[config.mk]
export PLATFORM = sky130hd
export DESIGN_NAME = fetch2_wide
export DESIGN_NICKNAME = d
export VERILOG_FILES = /design/src/rtl/fetch2_wide_pkg.sv /design/src/rtl/fetch2_wide_ras.sv /design/src/rtl/fetch2_wide.sv
export SDC_FILE = /design/constraint.sdc
export NUM_CORES = 1
export LEC_CHECK = 0
export ABC_AREA = 1
export CAP_MARGIN = 20
export CORE_MARGIN = 3
export CORE_UTILIZATION = 40
export DETAILED_ROUTE_END_ITERATION = 16
export PLACE_DENSITY = 0.71
export SETUP_SLACK_MARGIN = 0.15
export SLEW_MARGIN = 40
export SYNTH_ARGS = -nofsm -noshare
export SYNTH_HDL_FRONTEND = slang
export SYNTH_HIERARCHICAL = 1
export SYNTH_SLANG_ARGS = --single-unit
[constraint.sdc]
create_clock -name clk -period 4.76 [get_ports clk]
set_input_delay 0.952 -clock clk [delete_from_list [all_inputs] [get_ports clk]]
set_output_delay 0.952 -clock clk [all_outputs]
set_load 0.05 [all_outputs]
[src/rtl/fetch2_wide_pkg.sv]
// Shared types, opcode constants and predecode helpers for the fetch2_wide stage.
package fetch2_wide_pkg;

  typedef logic [31:0] u32_t;

  localparam logic [5:0] OPC_JIRL = 6'h13;
  localparam logic [5:0] OPC_B    = 6'h14;
  localparam logic [5:0] OPC_BL   = 6'h15;
  localparam logic [5:0] OPC_BEQ  = 6'h16;
  localparam logic [5:0] OPC_BNE  = 6'h17;
  localparam logic [5:0] OPC_BLT  = 6'h18;
  localparam logic [5:0] OPC_BGE  = 6'h19;
  localparam logic [5:0] OPC_BLTU = 6'h1A;
  localparam logic [5:0] OPC_BGEU = 6'h1B;

  localparam u32_t RET_INST = 32'h4C00_0020;

  typedef struct packed {
    logic is_br;
    logic is_b_bl;
    logic is_call;
    logic is_ret;
  } predecode_t;

  typedef struct packed {
    logic valid;
    u32_t pc;
    logic is_predict;
  } wr_pc_req_t;

  typedef struct packed {
    logic valid;
    u32_t pc;
  } btb_invalid_t;

  typedef struct packed {
    logic       valid;
    logic [5:0] ecode;
  } excp_pass_t;

  function automatic predecode_t predecode(input u32_t inst);
    predecode_t pd;
    pd        = '0;
    pd.is_ret = (inst == RET_INST);
    case (inst[31:26])
      OPC_JIRL, OPC_BEQ, OPC_BNE, OPC_BLT,
      OPC_BGE, OPC_BLTU, OPC_BGEU: pd.is_br = 1'b1;
      OPC_B:  begin pd.is_br = 1'b1; pd.is_b_bl = 1'b1; end
      OPC_BL: begin pd.is_br = 1'b1; pd.is_b_bl = 1'b1; pd.is_call = 1'b1; end
      default: ;
    endcase
    return pd;
  endfunction

  // B/BL carry offs[25:16] in inst[9:0] and offs[15:0] in inst[25:10].
  function automatic u32_t b_offset(input logic [25:0] offs_field);
    return {{4{offs_field[9]}}, offs_field[9:0], offs_field[25:10], 2'b00};
  endfunction

endpackage

[src/rtl/fetch2_wide_ras.sv]
// Circular return-address stack: pushes beyond DEPTH overwrite the oldest entry.
module ras_circ
  import fetch2_wide_pkg::*;
#(
  parameter int DEPTH = 8
) (
  input  logic clk,
  input  logic rst_n,
  input  logic push_i,
  input  logic pop_i,
  input  u32_t push_addr_i,
  output u32_t top_o,
  output logic top_valid_o
);
  localparam int PW = $clog2(DEPTH);
  localparam int CW = PW + 1;

  u32_t          mem_q [DEPTH];
  logic [PW-1:0] ptr_q, ptr_d, top_idx;
  logic [CW-1:0] cnt_q, cnt_d;

  assign top_idx     = ptr_q - PW'(1);
  assign top_o       = mem_q[top_idx];
  assign top_valid_o = (cnt_q != '0);

  always_comb begin
    ptr_d = ptr_q;
    cnt_d = cnt_q;
    if (push_i) begin
      ptr_d = ptr_q + PW'(1);
      if (cnt_q != CW'(DEPTH)) cnt_d = cnt_q + CW'(1);
    end else if (pop_i && top_valid_o) begin
      ptr_d = top_idx;
      cnt_d = cnt_q - CW'(1);
    end
  end

  always_ff @(posedge clk or negedge rst_n) begin
    if (!rst_n) begin
      ptr_q <= '0;
      cnt_q <= '0;
    end else begin
      ptr_q <= ptr_d;
      cnt_q <= cnt_d;
    end
  end

  always_ff @(posedge clk) begin
    if (push_i) mem_q[ptr_q] <= push_addr_i;
  end

endmodule

[src/rtl/fetch2_wide.sv]
// Second fetch stage, FETCH_W slots wide: predecode, BTB fix-up, early B/BL resolve, truncation.
// Define FETCH2_RAS_EN to add the return-address stack that repredicts returns.
module fetch2_wide
  import fetch2_wide_pkg::*;
#(
  parameter int FETCH_W   = 2,
  parameter int RAS_DEPTH = 8
) (
  input  logic                                          clk,
  input  logic                                          rst_n,
  input  logic                                          flush_i,
  input  logic                                          stall_i,
  output logic                                          stall_o,
  input  logic [32*FETCH_W-1:0]                         icache_data,
  input  logic                                          icache_data_valid,
  input  logic                                          in_valid,
  input  logic [31:0]                                   in_pc,
  input  logic                                          in_icache_req,
  input  logic                                          in_pred_valid,
  input  logic [((FETCH_W > 1) ? $clog2(FETCH_W) : 1)-1:0] in_pred_slot,
  input  logic [31:0]                                   in_pred_pc,
  input  excp_pass_t                                    excp_in,
  output logic                                          out_valid,
  output logic [31:0]                                   out_pc,
  output logic [FETCH_W-1:0]                            out_slot_mask,
  output logic [32*FETCH_W-1:0]                         out_inst,
  output logic [31:0]                                   out_next_pc,
  output logic                                          out_next_is_predict,
  output excp_pass_t                                    excp_out,
  output wr_pc_req_t                                    wr_pc_req,
  output btb_invalid_t                                  btb_invalid,
  output logic                                          bp_update_flush
);
  localparam int   SW       = (FETCH_W > 1) ? $clog2(FETCH_W) : 1;
  localparam u32_t OFF_MASK = 32'(4 * FETCH_W - 1);

  logic          valid_q, icache_req_q, pred_valid_q;
  u32_t          pc_q, pred_pc_q;
  logic [SW-1:0] pred_slot_q;
  excp_pass_t    excp_q;

  logic          icache_wait, fire;
  u32_t          base;
  logic [SW-1:0] s0, k, last;
  u32_t          inst    [FETCH_W];
  u32_t          slot_pc [FETCH_W];
  predecode_t    pd      [FETCH_W];
  logic          hit, bp_hit, call_hit, ret_hit, red_pred, next_pred;
  u32_t          red_pc, bp_pc, link_pc, next_pc;
  logic [FETCH_W-1:0] mask;
  u32_t          ras_top;
  logic          ras_valid;

  // ---- stage register: control is reset, payload only follows the load enable
  always_ff @(posedge clk or negedge rst_n) begin
    if (!rst_n) begin
      valid_q      <= 1'b0;
      icache_req_q <= 1'b0;
    end else if (flush_i) begin
      valid_q      <= 1'b0;
      icache_req_q <= 1'b0;
    end else if (!stall_o) begin
      valid_q      <= in_valid;
      icache_req_q <= in_icache_req;
    end
  end

  always_ff @(posedge clk) begin
    if (!flush_i && !stall_o) begin
      pc_q         <= in_pc;
      pred_valid_q <= in_pred_valid;
      pred_slot_q  <= in_pred_slot;
      pred_pc_q    <= in_pred_pc;
      excp_q       <= excp_in;
    end
  end

  assign icache_wait = valid_q & ~excp_q.valid & icache_req_q & ~icache_data_valid;
  assign stall_o     = stall_i | icache_wait;
  assign fire        = valid_q & ~stall_o;

  // ---- per-slot predecode and first-redirect search
  assign base = pc_q & ~OFF_MASK;
  assign s0   = (FETCH_W > 1) ? pc_q[2 +: SW] : '0;

  always_comb begin
    for (int i = 0; i < FETCH_W; i++) begin
      inst[i]    = icache_data[32*i +: 32];
      slot_pc[i] = base + 32'(4 * i);
      pd[i]      = predecode(inst[i]);
    end
  end

  // Slots past a valid in-range prediction are never executed, so they raise no events.
  always_comb begin
    hit      = 1'b0;
    bp_hit   = 1'b0;
    call_hit = 1'b0;
    ret_hit  = 1'b0;
    red_pred = 1'b0;
    k        = s0;
    red_pc   = '0;
    bp_pc    = '0;
    link_pc  = '0;
    for (int i = 0; i < FETCH_W; i++) begin
      if (!hit && !excp_q.valid && (i >= int'(s0)) &&
          (!pred_valid_q || (pred_slot_q < s0) || (i <= int'(pred_slot_q)))) begin
        if (pred_valid_q && (((SW'(i) == pred_slot_q) && !pd[i].is_br) ||
                             ((pred_slot_q < s0) && (SW'(i) == s0)))) begin
          hit    = 1'b1;
          bp_hit = 1'b1;
          k      = SW'(i);
          bp_pc  = slot_pc[i];
          red_pc = slot_pc[i] + 32'd4;
        end else if (pd[i].is_b_bl) begin
          hit      = 1'b1;
          k        = SW'(i);
          call_hit = pd[i].is_call;
          link_pc  = slot_pc[i] + 32'd4;
          red_pc   = slot_pc[i] + b_offset(inst[i][25:0]);
        end else if (pd[i].is_ret && ras_valid) begin
          hit      = 1'b1;
          ret_hit  = 1'b1;
          red_pred = 1'b1;
          k        = SW'(i);
          red_pc   = ras_top;
        end
      end
    end
  end

  always_comb begin
    if (excp_q.valid)      last = s0;
    else if (hit)          last = k;
    else if (pred_valid_q) last = pred_slot_q;
    else                   last = SW'(FETCH_W - 1);
    for (int i = 0; i < FETCH_W; i++)
      mask[i] = (i >= int'(s0)) && (i <= int'(last));

    if (excp_q.valid) begin
      next_pc   = pred_valid_q ? pred_pc_q : pc_q + 32'd4;
      next_pred = pred_valid_q;
    end else if (hit) begin
      next_pc   = red_pc;
      next_pred = red_pred;
    end else if (pred_valid_q) begin
      next_pc   = pred_pc_q;
      next_pred = 1'b1;
    end else begin
      next_pc   = base + 32'(4 * FETCH_W);
      next_pred = 1'b0;
    end
  end

`ifdef FETCH2_RAS_EN
  logic ras_push, ras_pop;
  assign ras_push = fire & call_hit;
  assign ras_pop  = fire & ret_hit;

  ras_circ #(.DEPTH(RAS_DEPTH)) u_ras (
    .clk         (clk),
    .rst_n       (rst_n),
    .push_i      (ras_push),
    .pop_i       (ras_pop),
    .push_addr_i (link_pc),
    .top_o       (ras_top),
    .top_valid_o (ras_valid)
  );
`else
  logic unused_ras;
  assign ras_top    = '0;
  assign ras_valid  = 1'b0;
  assign unused_ras = ^{call_hit, ret_hit, link_pc, 1'(RAS_DEPTH)};
`endif

  // ---- outputs are single-cycle pulses qualified by fire
  assign out_valid           = fire;
  assign out_pc              = fire ? pc_q : '0;
  assign out_slot_mask       = fire ? mask : '0;
  assign out_inst            = fire ? icache_data : '0;
  assign out_next_pc         = fire ? next_pc : '0;
  assign out_next_is_predict = fire & next_pred;
  assign excp_out            = fire ? excp_q : '0;
  assign bp_update_flush     = fire & hit;

  always_comb begin
    wr_pc_req   = '0;
    btb_invalid = '0;
    if (fire && hit) begin
      wr_pc_req.valid      = 1'b1;
      wr_pc_req.pc         = red_pc;
      wr_pc_req.is_predict = red_pred;
    end
    if (fire && bp_hit) begin
      btb_invalid.valid = 1'b1;
      btb_invalid.pc    = bp_pc;
    end
  end

endmodule

==> impl.org <==
** Critical path
- Source of the critical timing path :: icache_data[28]
- The signal on the critical path passes through clkdlybuf4s50_1 -> nand3_1 -> nor3_4 -> buf_12 -> inv_2 -> nand3_2 -> nor2_1 -> buf_6 -> inv_1 -> o22ai_2 -> o21ai_2 -> nand3_1 -> nand3_1 -> inv_1 -> buf_12.
- Arr. time, crit path :: 3.63 ns
- The worst register-to-register path begins at excp_q[6].
- In this run the worst setup path terminates at out_next_pc[5].
- Number of buffers and inverters on the critical path :: 7
- Along the worst path, the maximum fanout reaches 15.
- Counting cells, the worst reg-to-reg path comes to 5.
- Cell repeated most along the worst path :: sky130_fd_sc_hd__nand3_1
- Slowest-stage cell, CP :: sky130_fd_sc_hd__clkdlybuf4s50_1
- The critical path is of the input port to primary output type.
- Required time at the worst-slack endpoint :: 3.81 ns
- For flop-to-flop paths, the worst setup slack is 2.50 ns.
- Critical path depth :: 15
- For this run, the slowest stage of the critical path takes 0.54 ns.
- In this design, the largest share of critical-path delay is due to buffers and inverters.
- The worst register-to-register path ends at pc_q[24].
- Launching element type of the critical path :: input port
- Kind of capture point of the worst setup path :: primary output

** Die
- Die width :: 169 um
- Core Region :: 0.0261 mm2
- Count of standard-cell rows :: 59
- From bottom edge to top edge, the die measures 169 um.
- Count of boundary I/O pins :: 352
- The initial utilization of the core area, before any placement, comes to 0.408.
- Full die area :: 0.0287 mm2

** Timing
- For the pin with the worst max-slew slack, the measured transition is 0.756 ns.
- Total count of max-transition violations in the final report :: 0
- Setup violations remaining at the end of the flow were counted as 0.
- Unrepaired setup endpoints after global routing :: yes
- Minimum clock period after layout :: 4.59 ns
- Clock tree skew after final layout :: 0.00745 ns
- The count of final hold-check violations is 0.
- Hold Slack :: 0.541 ns
- Dividing the final minimum period by the clock period gives 0.964.
- Headroom to the max-slew limit came out at 0.496.
- Timing would allow up to 0.218 GHz.

** Synth
- Counting flops with an async set or reset pin after synthesis yields a share of 0.0267.
- Number of unique standard cell types used by synthesis :: 57
- Post-synthesis instance total :: 1789
- Main synth FF type :: sky130_fd_sc_hd__edfxtp_1
- Post-Synthesis Cell Area :: 0.0107 mm2
- Counting flops with a built-in enable in the synthesized netlist gives 73.
- Warnings, synthesis :: 6
- Synthesis inferred 75 register bits.
- Each instance of the synthesized netlist takes up on average 5.96 um2.
- Seq/Total Area, Yosys :: 0.210

** Final layout
- Most frequent cells in the layout :: 438 x sky130_fd_sc_hd__nand2_1, 258 x sky130_fd_sc_hd__inv_1, 257 x sky130_fd_sc_hd__nor2_1
- The number of antenna diodes in the final layout is 0.
- The area growth from synthesis to layout is 67.9%.
- Fraction of layout cells with a size suffix above 1 :: 0.229
- Total Nets Final :: 2399
- Most frequent standard cell in the layout excluding fill and tap cells :: sky130_fd_sc_hd__nand2_1

** Clock network
- H-tree level count :: 3
- Later-pin clock latency in the skew report :: 0.36 ns
- Max Buffers Root-to-Sink :: 2
- Clk pin slew, worst setup/hold paths :: 0.07 ns
- After clock tree synthesis, the flow added hold-fix buffers numbering 0.
- Total clock sinks :: 75
- The tree is rooted in a sky130_fd_sc_hd__clkbuf_16.
- TritonCTS built the clock tree.
- Clock buffers created by TritonCTS :: 9

** Global route
- Total global routing track utilization :: 0.373
- The number of global-route vias before repair came to 13596.
- First-pass GRT wire length :: 81.6 mm
- The number of antenna violations at the first check in global routing is 0.
- Maximum number of pins on one net before global-route repair :: 61
- Residual overflow from global routing :: 0

** Run status
- Outcome :: completed

** Detailed routing
- Antenna-violating nets left :: 0
- Final wirelength :: 56.3 mm
- Drt first-iter violations :: 1738
- Count of vias placed by the detailed router :: 14395
- Dividing the detail-routed via count by the number of cells gives 5.68.
- Before antenna repair, the detailed router went through 6 iterations.
- Dividing the detail-routed wire length by the instance count gives 22.2 um.
- After detailed routing, the number of remaining DRC violations is 0.

** Power and ir drop
- Dividing total power by cell area gives a power density of 156 mW/mm2.
- Peak ir drop on the vdd network :: 0.000157 V
- Total power consumption of the routed design :: 2790 uW
- Leakage component of the power :: 0.00807 uW

** Run
- Across the run, the number of max-cap violations was 0.

** Placed design
- Port-buffer cells :: 346
- RePlAce Congestion :: 1.05
- HPWL reported at the end of detailed placement :: 45.7 mm

** Hold path
- Class of the tightest hold or removal check :: register to register
[sequential cells by signal, summed over array words and instances (netlist names)]
signal	count
excp_q	7
icache_req_q	1
pc_q	32
pred_pc_q	32
pred_slot_q	1
pred_valid_q	1
valid_q	1
[synth_stat cells, types with 3 or more instances]
library cell / instances / share of area
sky130_fd_sc_hd__nand2_1: 446 / 0.16
sky130_fd_sc_hd__nor2_1: 279 / 0.098
sky130_fd_sc_hd__inv_1: 258 / 0.091
sky130_fd_sc_hd__a21oi_1: 130 / 0.061
sky130_fd_sc_hd__nand3_1: 105 / 0.049
sky130_fd_sc_hd__o21ai_0: 90 / 0.042
sky130_fd_sc_hd__edfxtp_1: 73 / 0.21
sky130_fd_sc_hd__ha_1: 58 / 0.068
sky130_fd_sc_hd__nor3_1: 55 / 0.026
sky130_fd_sc_hd__xor2_1: 39 / 0.032
sky130_fd_sc_hd__or2_2: 24 / 0.014
sky130_fd_sc_hd__clkbuf_1: 22 / 0.0077
sky130_fd_sc_hd__nand4_1: 20 / 0.012
sky130_fd_sc_hd__buf_4: 17 / 0.012
sky130_fd_sc_hd__inv_2: 14 / 0.0049
sky130_fd_sc_hd__buf_2: 13 / 0.0061
sky130_fd_sc_hd__o21ai_1: 12 / 0.0056
sky130_fd_sc_hd__nor2_4: 9 / 0.0095
sky130_fd_sc_hd__o211ai_1: 9 / 0.0063
sky130_fd_sc_hd__o221ai_1: 9 / 0.0074
sky130_fd_sc_hd__o22ai_1: 8 / 0.0047
sky130_fd_sc_hd__a22oi_1: 7 / 0.0049
sky130_fd_sc_hd__nand2_2: 7 / 0.0041
sky130_fd_sc_hd__nor2_2: 7 / 0.0041
sky130_fd_sc_hd__buf_1: 6 / 0.0021
sky130_fd_sc_hd__nand3b_1: 6 / 0.0042
sky130_fd_sc_hd__xnor2_1: 6 / 0.0049
sky130_fd_sc_hd__o21bai_1: 5 / 0.0035
sky130_fd_sc_hd__a31oi_1: 4 / 0.0023
sky130_fd_sc_hd__o311ai_0: 4 / 0.0033
sky130_fd_sc_hd__a21oi_2: 3 / 0.0025
sky130_fd_sc_hd__clkinv_1: 3 / 0.0011
sky130_fd_sc_hd__nor3_2: 3 / 0.0028
sky130_fd_sc_hd__o21a_1: 3 / 0.0021
[final cells by class]
cell class | instances | area [um2]
well taps | 335 | 419
flip-flops and latches | 75 | 2240
inverters | 275 | 1030
clock inverters | 7 | 75.1
clock buffers | 9 | 225
repair buffers | 455 | 6410
multi-input cells | 1379 | 7500
fillers | 2157 | 8230
[through the flow]
step                setup TNS [ns]  cell area, um2  setup slack, ns  instances  utilization
finish                           0           17900            0.173       2535        0.685
global route              -0.00299           17900         -0.00299       2535        0.685
CTS                              0           17400            0.159       2531        0.667
detailed placement         -0.0807           17100          -0.0466       2515        0.654
global placement            -0.228           17100          -0.0985       2515        0.654
floorplan                        0           10700            0.475       1793            -
[where the power goes]
group	internal [uW]	switching, uW	leakage, uW	total, uW
Combinational	502	741	0.00722	1240
Clock	410	338	0.000140	748
Sequential	758	45.0	0.000712	803
[worst register-to-register path: cells and delay by family, from the launching register on]
family | cells | cell delay [ns]
AOI/OAI and AO/OA | 1 | 0.26
DFF | 1 | 0.42
buffers and inverters | 2 | 0.63
and+or+nand+nor | 2 | 0.53
[worst min-delay path by stage]
stage                            start            to  slack [ns]  depth (start not counted)
after floorplan           icache_req_q  icache_req_q        0.48                          2
after global placement    icache_req_q  icache_req_q        0.50                          2
after detailed placement  icache_req_q  icache_req_q        0.52                          2
after CTS                 icache_req_q  icache_req_q        0.54                          2
after global routing           valid_q       valid_q        0.60                          2
final                     icache_req_q  icache_req_q        0.54                          2
[repair_timing]
action,CTS,global route
pin swaps,1,12
hold endpoints to repair,0,0
setup endpoints to repair,18,52
gates resized for setup,18,95
setup buffers,0,4
[kinds of logic after synthesis]
kind of cell,count (synthesis),synth area share
simple gates,974,0.394
buf+inv,339,0.131
compound gates,295,0.156
flops,75,0.210
fa+ha+maj,60,0.0718
xor+xnor,45,0.0370
other cells,1,0.000352
[per-layer routing]
layer	GRT usage	part of all wire	vias up
li1	-	-	6617
met1	0.512	0.40	6614
met2	0.585	0.44	993
met3	0.0680	0.11	171
met4	0.144	0.050	0
met5	0	0	-
No activity file was read; power rests on OpenSTA's default activity.
